===== config.mk =====
export PLATFORM = sky130hd
export DESIGN_NAME = bk_sector_ctrl
export DESIGN_NICKNAME = d
export VERILOG_FILES = /design/src/rtl/bk_sector_ctrl.sv
export SDC_FILE = /design/constraint.sdc
export NUM_CORES = 1
export LEC_CHECK = 0
export BUFFER_PORTS_ARGS = -buffer_cell sky130_fd_sc_hd__buf_2
export CAP_MARGIN = 15
export CORE_MARGIN = 5
export CORE_UTILIZATION = 45
export CTS_BUF_LIST = sky130_fd_sc_hd__clkbuf_2 sky130_fd_sc_hd__clkbuf_4 sky130_fd_sc_hd__clkbuf_8
export CTS_CLUSTER_SIZE = 28
export DETAILED_ROUTE_END_ITERATION = 12
export GPL_TIMING_DRIVEN = 0
export PLACE_DENSITY_LB_ADDON = 0.2
export SETUP_SLACK_MARGIN = 0.5
export SYNTH_ARGS = -nofsm -noshare
export SYNTH_HDL_FRONTEND = slang
export SYNTH_SLANG_ARGS = --single-unit

===== constraint.sdc =====
create_clock -name clk_sys -period 1.85 [get_ports clk_sys]
set_clock_uncertainty 0.15 [all_clocks]
set_input_delay 0 -clock clk_sys [delete_from_list [all_inputs] [get_ports clk_sys]]
set_output_delay 0 -clock clk_sys [all_outputs]
set_load 0.01 [all_outputs]

===== src/rtl/bk_sector_ctrl.sv =====
`default_nettype none
// +--------------------------------------------------------------------------------+
// | bk_sector_ctrl: backup-RAM save/load sequencer, 2^SECT_BITS x 512-byte sectors |
// | Optional macro BK_DIRTY_MAP_EN: per-sector dirty map, saves skip clean sectors |
// | Revision: 1.0                                                                  |
// +--------------------------------------------------------------------------------+
module bk_sector_ctrl #(
  parameter int          SECT_BITS = 6,
  parameter logic [31:0] LBA_BASE  = 32'd0
) (
  input  logic                   clk_sys,
  input  logic                   reset,
  input  logic                   bk_ena,
  input  logic                   img_nonempty,
  input  logic                   dl_done,
  input  logic                   load_req,
  input  logic                   save_req,
  input  logic                   autosave_en,
  input  logic                   osd_status,
  input  logic                   nv_we,
  input  logic [SECT_BITS+8:0]   nv_addr,
  output logic [31:0]            sd_lba,
  output logic                   sd_rd,
  output logic                   sd_wr,
  input  logic                   sd_ack,
  output logic [SECT_BITS-1:0]   sect_idx,
  output logic                   busy,
  output logic                   loading,
  output logic                   pending
);

  localparam logic [1:0] ST_IDLE = 2'd0;
  localparam logic [1:0] ST_REQ  = 2'd1;
  localparam logic [1:0] ST_XFER = 2'd2;
  localparam logic [1:0] ST_NEXT = 2'd3;

  logic [1:0]           state_q, state_d;
  logic [SECT_BITS-1:0] sect_q, sect_d;
  logic                 rd_q, rd_d, wr_q, wr_d;
  logic                 busy_q, busy_d, loading_q, loading_d;
  logic                 pending_q, pending_d, is_load_q, is_load_d;
  logic                 old_load_q, old_load_d, old_save_q, old_save_d;
  logic                 old_auto_q, old_auto_d, ack_q, ack_d;

  logic                 load_lvl, save_lvl, auto_lvl;
  logic                 ack_rise, ack_fall;
  logic                 start_load, start_save;
  logic [SECT_BITS-1:0] save_first, save_next;
  logic                 save_any, save_last;

`ifdef BK_DIRTY_MAP_EN
  localparam int NSECT = 1 << SECT_BITS;

  logic [NSECT-1:0]     map_q, map_d;
  logic [SECT_BITS-1:0] we_sect;
  logic                 unused_nv_addr_lo;

  assign we_sect           = nv_addr[SECT_BITS+8:9];
  assign unused_nv_addr_lo = ^nv_addr[8:0];

  // Lowest dirty sector overall, and lowest dirty sector above the current one.
  always_comb begin
    save_first = '0;
    save_any   = 1'b0;
    save_next  = sect_q;
    save_last  = 1'b1;
    for (int i = NSECT - 1; i >= 0; i--) begin
      if (map_q[i]) begin
        save_first = SECT_BITS'(i);
        save_any   = 1'b1;
      end
      if (map_q[i] && (SECT_BITS'(i) > sect_q)) begin
        save_next = SECT_BITS'(i);
        save_last = 1'b0;
      end
    end
  end

  // Clears are applied before sets so a coincident write keeps its sector dirty.
  always_comb begin
    map_d = map_q;
    if (state_q == ST_XFER && ack_fall) begin
      if (is_load_q) begin
        if (&sect_q) map_d = '0;
      end else begin
        map_d[sect_q] = 1'b0;
      end
    end
    if (nv_we) map_d[we_sect] = 1'b1;
  end

  always_ff @(posedge clk_sys) begin
    if (reset) map_q <= '0;
    else       map_q <= map_d;
  end
`else
  logic unused_nv_addr;

  assign unused_nv_addr = ^nv_addr;
  assign save_first     = '0;
  assign save_any       = 1'b1;
  assign save_next      = sect_q + SECT_BITS'(1);
  assign save_last      = &sect_q;
`endif

  assign load_lvl   = load_req & bk_ena;
  assign save_lvl   = save_req & bk_ena;
  assign auto_lvl   = pending_q & osd_status & autosave_en & bk_ena;
  assign ack_rise   = sd_ack & ~ack_q;
  assign ack_fall   = ~sd_ack & ack_q;
  assign start_load = (dl_done & bk_ena & img_nonempty) | (load_lvl & ~old_load_q);
  assign start_save = (save_lvl & ~old_save_q) | (auto_lvl & ~old_auto_q);

  always_comb begin
    state_d    = state_q;
    sect_d     = sect_q;
    rd_d       = rd_q;
    wr_d       = wr_q;
    busy_d     = busy_q;
    loading_d  = loading_q;
    is_load_d  = is_load_q;
    pending_d  = pending_q;
    old_load_d = load_lvl;
    old_save_d = save_lvl;
    old_auto_d = auto_lvl;
    ack_d      = sd_ack;

    case (state_q)
      ST_IDLE: begin
        busy_d    = 1'b0;
        loading_d = 1'b0;
        rd_d      = 1'b0;
        wr_d      = 1'b0;
        if (start_load) begin
          state_d   = ST_REQ;
          busy_d    = 1'b1;
          loading_d = 1'b1;
          is_load_d = 1'b1;
          sect_d    = '0;
          rd_d      = 1'b1;
        end else if (start_save) begin
          // With nothing dirty the save stays in IDLE: busy shows for one cycle only.
          busy_d    = 1'b1;
          is_load_d = 1'b0;
          sect_d    = save_first;
          pending_d = 1'b0;
          if (save_any) begin
            state_d = ST_REQ;
            wr_d    = 1'b1;
          end
        end
      end
      ST_REQ: begin
        if (ack_rise) begin
          rd_d    = 1'b0;
          wr_d    = 1'b0;
          state_d = ST_XFER;
        end
      end
      ST_XFER: begin
        if (ack_fall) begin
          if (is_load_q ? (&sect_q) : save_last) begin
            state_d   = ST_IDLE;
            busy_d    = 1'b0;
            loading_d = 1'b0;
          end else begin
            state_d = ST_NEXT;
          end
        end
      end
      ST_NEXT: begin
        sect_d  = is_load_q ? (sect_q + SECT_BITS'(1)) : save_next;
        rd_d    = is_load_q;
        wr_d    = ~is_load_q;
        state_d = ST_REQ;
      end
      default: state_d = ST_IDLE;
    endcase

    if (nv_we & bk_ena & ~osd_status) pending_d = 1'b1;
  end

  always_ff @(posedge clk_sys) begin
    if (reset) begin
      state_q    <= ST_IDLE;
      sect_q     <= '0;
      rd_q       <= 1'b0;
      wr_q       <= 1'b0;
      busy_q     <= 1'b0;
      loading_q  <= 1'b0;
      is_load_q  <= 1'b0;
      pending_q  <= 1'b0;
      old_load_q <= 1'b0;
      old_save_q <= 1'b0;
      old_auto_q <= 1'b0;
      ack_q      <= 1'b0;
    end else begin
      state_q    <= state_d;
      sect_q     <= sect_d;
      rd_q       <= rd_d;
      wr_q       <= wr_d;
      busy_q     <= busy_d;
      loading_q  <= loading_d;
      is_load_q  <= is_load_d;
      pending_q  <= pending_d;
      old_load_q <= old_load_d;
      old_save_q <= old_save_d;
      old_auto_q <= old_auto_d;
      ack_q      <= ack_d;
    end
  end

  assign sd_lba   = LBA_BASE + 32'(sect_q);
  assign sd_rd    = rd_q;
  assign sd_wr    = wr_q;
  assign sect_idx = sect_q;
  assign busy     = busy_q;
  assign loading  = loading_q;
  assign pending  = pending_q;

endmodule
`default_nettype wire


==> results of run 1 <==
[cell type report]
class / instances / area (um^2) / area share [%]
Inverter: 9 / 42.5 / 2.37
Buffer: 35 / 263 / 14.7
Timing Repair Buffer: 37 / 231 / 12.9
Clock buffer: 4 / 36.3 / 2.02
Sequential cell: 18 / 379 / 21.1
Tap cell: 30 / 37.5 / 2.09
Multi-Input combinational cell: 106 / 803 / 44.8
[power by group]
part | total (W) | internal [W] | switching (W) | leakage (nW)
Sequential | 0.000477 | 0.000435 | 0.0000420 | 0.151
Combinational | 0.000704 | 0.000327 | 0.000377 | 0.668
Clock | 0.000247 | 0.000120 | 0.000127 | 0.0210
Total | 0.00143 | 0.000882 | 0.000546 | 0.840
[worst max path at each step]
| stage | slack (ns) | depth (start not counted) | endpoint | from |
|---|---|---|---|---|
| 2_1_floorplan | 0.42 | 4 | sect_idx[4] | sect_idx[0] |
| 3_3_place_gp | 0.26 | 5 | sect_idx[5] | state_q[0] |
| 3_5_place_dp | 0.23 | 5 | sect_idx[4] | state_q[0] |
| 4_1_cts | 0.34 | 4 | sect_idx[4] | pending |
| 5_1_grt | 0.26 | 5 | sect_idx[5] | state_q[1] |
| 6_report | 0.33 | 4 | sect_idx[3] | pending |
[repair_timing]
| item | CTS | global route |
|---|---|---|
| hold endpoints to repair | 9 | 1 |
| setup endpoints to repair | 14 | 15 |
| gates cloned | 0 | 0 |
| pin swaps | 8 | 4 |
| gates resized for setup | 21 | 13 |
| setup buffers | 3 | 1 |
[kinds of logic after synthesis]
family | share of synthesized area, %
buffers and inverters | 23.4
other | 0.307
AO/OA/AOI/OAI | 22.1
flip-flops | 29.5
adder cells (fa/ha/maj) | 5.12
multiplexers | 1.64
AND/OR/NAND/NOR | 17.9
[per-stage QoR]
stage | area (um^2) | util (%) | power, W | setup WS [ns] | std cells
after floorplan | 1370 | - | 0.000870 | 0.417 | 168
after global placement | 1540 | 60.7 | 0.000966 | 0.262 | 225
after detailed placement | 1540 | 60.7 | 0.000985 | 0.228 | 225
after CTS | 1740 | 68.2 | 0.00134 | 0.344 | 238
after global routing | 1790 | 70.5 | 0.00152 | 0.265 | 239
final | 1790 | 70.5 | 0.00143 | 0.330 | 239
[tightest hold or removal path: stages]
cell and delay (ns):
buf_2 0.12, nand3_4 0.08, nor3_1 0.05
[per-layer routing]
layer | global-route usage [%] | wire (um) | up-vias
li1 | - | - | 589
met1 | 18.9 | 1260 | 547
met2 | 29.7 | 1610 | 46
met3 | 2.69 | 223 | 8
met4 | 9.39 | 79 | 0
met5 | 0 | 0 | -
[sequential cells by signal (all words and copies together) (netlist names)]
name        flops
old_auto_q      1
is_load_q       1
ack_q           1
loading         1
old_load_q      1
busy            1
old_save_q      1
sd_rd           1
pending         1
sect_idx        6
sd_wr           1
state_q         2
[layout by cell type, fill, tap and decap left out, drive strengths merged, types with 2 or more instances in the layout]
cell,netlist,final
nand4b,3,3
nor2b,2,2
o21a,2,2
and3,2,2
a21oi,5,5
nand2,10,10
ha,5,5
buf,32,63
o32ai,4,4
nand4,2,2
nor3,2,2
mux2i,2,2
inv,9,8
dfxtp,18,18
o221ai,3,3
dlygate4sd3,0,5
a31oi,3,3
nand3,7,7
nor2,6,6
conb,1,26
o21ai,8,8
clkbuf,3,7
==> flow_summary.yaml, run 1 <==
cts:
  cts_hold_buf: 6
  cts_inserted_buffers: 3
  cts_tree: "done"
  ctsHtreeMaxLevel: 1
  clk_pin_slew_worst_paths_ns: 0.11
  cts_num_sinks: 18
  cts-root-buf: "clkbuf_4"
  clock_latency_ns: 0.30
  clk_path_buf_depth: 2
hold_path:
  hp-start: "osd_status"
  min_to: "old_auto_q"
  hp-class: "in -> reg"
  holdPathStages: 3
logic_synthesis:
  yosys-top-cells-area: "dfxtp_1, buf_4, ha_1"
  synth_top_area_share_pct: 29.5
  synth_edf_count: 0
  synthCells: 143
  avgSynthCellArea_um2: 8.54
  yosysSeqAreaShare_pct: 29.5
  ys.flop_type: "dfxtp_1"
  yosysWarnings: 0
  ys_ff_latch: 18
  synth_cell_types: 41
  syn_area_um2: 1220
  yosysMostFrequentCell: "buf_4"
  ys_async_sr_fraction_pct: 0
  ys_top_cells_by_count: "buf_4, dfxtp_1, nand2_1"
  synth.largest_area_cell: "dfxtp_1"
grt:
  grt_pass1_wl_um: 4800
  groute.usage.overall_pct: 16.8
  grt_antenna_before_repair: 0
  grt_max_degree: 11
  grt_overflow: 0
  grt_pass1_vias: 1119
layout:
  nets: 241
  syn_to_final_growth_pct: 46.8
  n_fill_cell: 198
  drive_gt1_share_pct: 47.4
  n_antenna_cell: 0
critical_path:
  rr_endpoint: "sect_idx[3]"
  worstPathRequired_ns: 1.88
  setup.worst_path.start_class: "register"
  end_kind: "register"
  critPathMaxFanout: 5
  reg2reg_depth: 4
  crit_type: "reg -> reg"
  cp_top_family: "compound AO/OA/AOI/OAI gates"
  reg2reg_from: "pending"
  critPathMaxStageDelay_ns: 0.38
  cp_slowest_cell: "dfxtp_4"
  path_cells: "nand3_4, o32a_1, a31oi_4, o221ai_1"
  r2r_slack_ns: 0.33
  cp_data_arrival_time_ns: 1.55
  path_buf_inv: 0
power_and_ir_drop:
  cellPowerDensity_nw_per_um2: 796
  ir_worst_vdd_v: 0.000544
  p_leak_nw: 0.840
floorplanning:
  ios: 69
  row_count: 18
  die-area_um2: 3860
  die_h_um: 62.1
  die_width_um: 62.1
  start_util_pct: 48.0
  coreArea_um2: 2540
timing:
  tns_ns: 0
  setup_viol: 0
  holdWs_ns: -0.173
  rsz0062_at_grt: "true"
  max_freq_ghz: 0.658
  post-route-min-period_ns: 1.52
  hold_viol: 1
  slew-limit-headroom_pct: 66.4
  drv_slew: 0
  period_share_pct: 82.2
  tightest_slew_ns: 0.504
routing:
  drc: 0
  wl_um: 3170
  vias: 1190
  ant_nets: 0
  drtIter0Drc: 41
  wl_per_cell_um: 13.3
  drt_first_pass_iters: 4
  via_per_inst: 4.98
run_status:
  status: "complete, but fails checks"
  violations: "hold timing"
placed_design:
  place_congestion: 0.758
  numPortBuffers: 27
  dp_hpwl_um: 2250
run:
  drv_cap: 0
No activity file was read; power rests on OpenSTA's default activity.
==> run 2: changes to the inputs <==
CORE_UTILIZATION = 41   (was 45)
clock period = 1.3 ns   (was 1.85 ns; I/O delays follow)
==> run 2 against run 1 <==
Effect of this change:
- the flow finishes with violations (hold timing, setup timing)
- fmax fell by 1.0%
- clock power rose by 46%
- die area rose by 8.1%
- utilization rose by 4.3 points
- worst hold slack improved by 0.011 ns
- non-clock buffer count rose by 8
- highest routed layer unchanged
- sequential power rose by 46%
- critical path depth did not move
- worst setup slack got worse by 0.57 ns
- via count rose by 3.7%
- register-to-register slack got worse by 0.57 ns
==> flow_summary.yaml, run 2 (same netlist as run 1, synthesis figures left out) <==
grt:
  grt_max_degree: 11
  grt_overflow: 0
  grt_pass1_vias: 1159
  grt_antenna_before_repair: 0
  groute.usage.overall_pct: 16.0
  grt_pass1_wl_um: 5250
floorplanning:
  die_width_um: 64.6
  row_count: 19
  ios: 69
  die_h_um: 64.6
  die-area_um2: 4170
  start_util_pct: 43.5
  coreArea_um2: 2810
routing:
  drt_first_pass_iters: 4
  via_per_inst: 4.98
  drc: 0
  drtIter0Drc: 41
  wl_um: 3520
  ant_nets: 0
  wl_per_cell_um: 14.2
  vias: 1234
critical_path:
  crit_type: "reg -> reg"
  cp_slowest_cell: "dfxtp_4"
  path_cells: "nand3_4, o32a_1, a31oi_4, o32ai_4"
  critPathMaxStageDelay_ns: 0.37
  critPathMaxFanout: 5
  reg2reg_from: "pending"
  path_buf_inv: 0
  startpoint: "pending"
  worstPathRequired_ns: 1.32
  cp_data_arrival_time_ns: 1.56
  cp_top_family: "compound AO/OA/AOI/OAI gates"
  end_kind: "register"
  setup.worst_path.start_class: "register"
timing:
  setup_viol: 14
  post-route-min-period_ns: 1.54
  holdWs_ns: -0.163
  rsz0062_at_grt: "true"
  max_freq_ghz: 0.651
  tightest_slew_ns: 0.658
  hold_viol: 8
  drv_slew: 0
  slew-limit-headroom_pct: 56.1
  period_share_pct: 118
  setup_slack_ns: -0.236
power_and_ir_drop:
  p_leak_nw: 0.915
  report.power.total_w: 0.00227
  cellPowerDensity_nw_per_um2: 1080
  ir_worst_vdd_v: 0.000725
cts:
  cts_num_sinks: 18
  clk_path_buf_depth: 2
  clock_latency_ns: 0.30
  cts_inserted_buffers: 3
  cts_hold_buf: 2
  cts-root-buf: "clkbuf_4"
  clk_pin_slew_worst_paths_ns: 0.11
  ctsHtreeMaxLevel: 1
  cts_tree: "done"
placed_design:
  place_congestion: 0.817
  numPortBuffers: 27
  dp_hpwl_um: 2300
layout:
  layout_commonest_cell: "buf_6"
  nets: 249
  largest_reg_flops: 6
  final_cell_mix: "buf_6, buf_4, conb_1"
  drive_gt1_share_pct: 57.6
  n_fill_cell: 193
  syn_to_final_growth_pct: 71.8
  multi_input_area_um2: 878
  n_antenna_cell: 0
  final_core_util_pct: 74.8
  seqCellArea_um2: 399
run:
  drv_cap: 0
hold_path:
  hp-class: "in -> reg"
  hp-start: "osd_status"
run_status:
  status: "complete, but fails checks"
  violations: "hold timing, setup timing"
==> run 2: cell count changes in the layout (fill, tap and decap cells not counted), moves of 3 or more <==
cell           delta
dlygate4sd3_1     -3
buf_2            -17
dfxtp_2           +4
dfxtp_1           -8
buf_4             -5
dfxtp_4           +4
buf_6            +33
==> run 2: timing repair <==
action / in CTS / in global routing
setup endpoints to repair: 32 / 32
endpoints found under the hold margin: 10 / 8
pin swaps: 12 / 12
gates resized for setup: 45 / 22
setup buffers: 8 / 8
==> run 2: path summary, 6_finish.rpt <==
path,endpoint,slack [ns],depth (start not counted)
setup / recovery,sect_idx[1],-0.24,4
hold reg to reg,loading,0.36,2
setup reg to reg,sect_idx[1],-0.24,4
hold / removal,old_auto_q,-0.16,3
==> run 2: power by group <==
part	internal (W)	switching [W]	total [W]
clock	0.000171	0.000189	0.000360
combinational	0.000619	0.000596	0.00121
sequential	0.000618	0.0000788	0.000697
total	0.00141	0.000863	0.00227
==> run 2: metal layers <==
layer,vias up,share of wire (%),GRT usage (%)
met5,-,0,0
met4,0,3.0,7.92
met3,11,5.4,3.45
met2,49,53,29.1
met1,569,39,17.5
li1,605,-,-
==> run 2: cell type report <==
| class | count | area share [%] |
|---|---|---|
| Multi-Input combinational cell | 106 | 41.9 |
| Timing Repair Buffer | 45 | 20.0 |
| Sequential cell | 18 | 19.0 |
| Buffer | 35 | 13.5 |
| Inverter | 9 | 1.97 |
| Tap cell | 31 | 1.85 |
| Clock buffer | 4 | 1.73 |
==> run 2: through the flow <==
stage	cell area [um^2]	setup slack [ns]	instances	hold WS [ns]	setup TNS, ns
2_1_floorplan	1460	-0.133	168	-0.0154	-0.918
3_3_place_gp	1630	-0.233	226	0.101	-2.03
3_5_place_dp	1630	-0.265	226	0.108	-2.28
4_1_cts	1940	-0.198	240	-0.190	-1.58
5_1_grt	2100	-0.281	248	-0.181	-2.85
6_report	2100	-0.236	248	-0.163	-2.05
==> run 2: worst reg2reg max path, cell delays in order (launching register included) <==
cell and delay [ns]:
dfxtp_4 0.37, nand3_4 0.08, o32a_1 0.37, a31oi_4 0.30, o32ai_4 0.14
==> run 3: changes to the inputs <==
==> constraint.sdc (replaced) <==
create_clock -name clk_sys -period 1.3 [get_ports clk_sys]
set_clock_uncertainty 0.15 [all_clocks]
set_input_delay 0.065 -clock clk_sys [delete_from_list [all_inputs] [get_ports clk_sys]]
set_output_delay 0.065 -clock clk_sys [all_outputs]
set_load 0.01 [all_outputs]
==> run 3 against run 2 <==
Effect of this change:
- the flow still finishes with violations (hold timing, setup timing)
- worst hold slack improved by 0.024 ns
- largest power group unchanged
- total power decreased by 2.8%
- fmax increased by 3.1%
- sequential share of layout area increased by 0.36 points
- flip-flop and latch count unchanged
- critical path type unchanged
==> flow_summary.yaml, run 3 (same netlist as run 1, synthesis figures left out) <==
timing:
  holdWs_ns: -0.138
  max_freq_ghz: 0.671
  period_share_pct: 115
  setup_slack_ns: -0.190
  rsz0062_at_grt: "true"
  slew-limit-headroom_pct: 62.1
  post-route-min-period_ns: 1.49
  hold_viol: 6
  setup_viol: 15
  drv_slew: 0
  tns_ns: -2.00
  tightest_slew_ns: 0.569
power_and_ir_drop:
  ir_worst_vdd_v: 0.000908
  p_int_w: 0.00135
  power_switching_w: 0.000858
  p_leak_nw: 0.902
  p_seq_share_pct: 31.7
  power.share.clock_pct: 16.9
  cellPowerDensity_nw_per_um2: 1070
  pwr-share-comb_pct: 51.4
  switching_share_pct: 38.9
cts:
  clk_path_buf_depth: 2
  cts_num_sinks: 18
  cts_inserted_buffers: 3
  cts_tree: "done"
  clk_pin_slew_worst_paths_ns: 0.10
  cts-root-buf: "clkbuf_4"
  ctsHtreeMaxLevel: 1
  clock_latency_ns: 0.32
floorplanning:
  start_util_pct: 43.5
  die_h_um: 64.6
  die-area_um2: 4170
  die_width_um: 64.6
  ios: 69
  coreArea_um2: 2810
  row_count: 19
routing:
  vias: 1201
  ant_nets: 0
  drtIter0Drc: 59
  wl_met1_um: 1310
  wl_met2_um: 1830
  drt_first_pass_iters: 4
  drc: 0
  met3_length_um: 190
  via_per_inst: 4.90
  wl_um: 3370
  wl_per_cell_um: 13.8
  highest_layer: "met4"
grt:
  grt_pass1_wl_um: 5150
  groute.usage.overall_pct: 15.6
  grt_pass1_vias: 1136
  grt_antenna_before_repair: 0
  grt_overflow: 0
  grt_max_degree: 11
layout:
  largest_reg_flops: 6
  final_core_util_pct: 73.4
  nets: 246
  n_fill_cell: 204
  fin_area_um2: 2060
  layout_commonest_cell: "buf_6"
  syn_to_final_growth_pct: 68.6
  final_cell_mix: "buf_6, buf_4, conb_1"
  drive_gt1_share_pct: 58.4
  n_antenna_cell: 0
critical_path:
  cp_data_arrival_time_ns: 1.58
  end_kind: "register"
  cp_slowest_cell: "or3_4"
  critPathMaxFanout: 8
  worstPathRequired_ns: 1.39
  setup.worst_path.start_class: "register"
  critPathMaxStageDelay_ns: 0.40
  crit_type: "reg -> reg"
  path_cells: "inv_4, ha_4, inv_6, or3_4, a21oi_2"
hold_path:
  hp-class: "in -> reg"
run:
  drv_cap: 0
run_status:
  status: "complete, but fails checks"
  violations: "hold timing, setup timing"
placed_design:
  place_area_um2: 1630
  dp_hpwl_um: 2320
  numPortBuffers: 27
  place_congestion: 0.795
==> run 3: power by group through the flow <==
stage                     Sequential, W  Combinational, W  Clock (W)
after floorplan                0.000710          0.000678          0
after global placement         0.000697          0.000836          0
after detailed placement       0.000701          0.000864          0
after CTS                      0.000698           0.00104   0.000361
after global routing           0.000707           0.00122   0.000392
final                          0.000699           0.00113   0.000373
==> run 3: final timing paths <==
kind                            slack [ns]          to  startpoint  cells after the start
worst max-delay path                 -0.19     loading  state_q[1]                      5
worst min-delay path                 -0.14  old_load_q    load_req                      2
worst max register to register       -0.19     loading  state_q[1]                      5
worst min register to register        0.35        busy        busy                      2
==> run 3: what timing repair did <==
action,4_1_cts,5_1_grt
resized for setup,45,20
hold endpoints to repair,6,6
pin swaps,7,5
buffers inserted,9,6
setup endpoints to repair,32,32
==> run 3: area by class of cell <==
type	instances	area [um^2]	share of cell area (%)
Tap cell	31	38.8	1.88
Buffer	35	284	13.8
Clock buffer	4	36.3	1.76
Multi-Input combinational cell	106	866	42.0
Timing Repair Buffer	42	392	19.0
Inverter	9	43.8	2.13
Sequential cell	18	399	19.4
==> run 3: metal layers <==
layer | vias up | global-route usage [%]
li1 | 600 | -
met2 | 38 | 29.3
met1 | 557 | 16.6
met4 | 0 | 5.80
met5 | - | 0
met3 | 6 | 4.49
==> run 3: stage by stage <==
| stage | power [W] | worst slack [ns] | std cells |
|---|---|---|---|
| floorplan | 0.00139 | -0.130 | 168 |
| global placement | 0.00153 | -0.236 | 226 |
| detailed placement | 0.00156 | -0.273 | 226 |
| CTS | 0.00210 | -0.194 | 239 |
| global route | 0.00232 | -0.257 | 245 |
| finish | 0.00221 | -0.190 | 245 |
==> run 3: worst max-delay path: cells and delay by family, from the launching register on <==
kind	cells	cell delay, ns
and+or+nand+nor	1	0.40
DFF	1	0.39
adders and majority gates	1	0.20
buffers and inverters	2	0.14
AOI/OAI and AO/OA	1	0.14
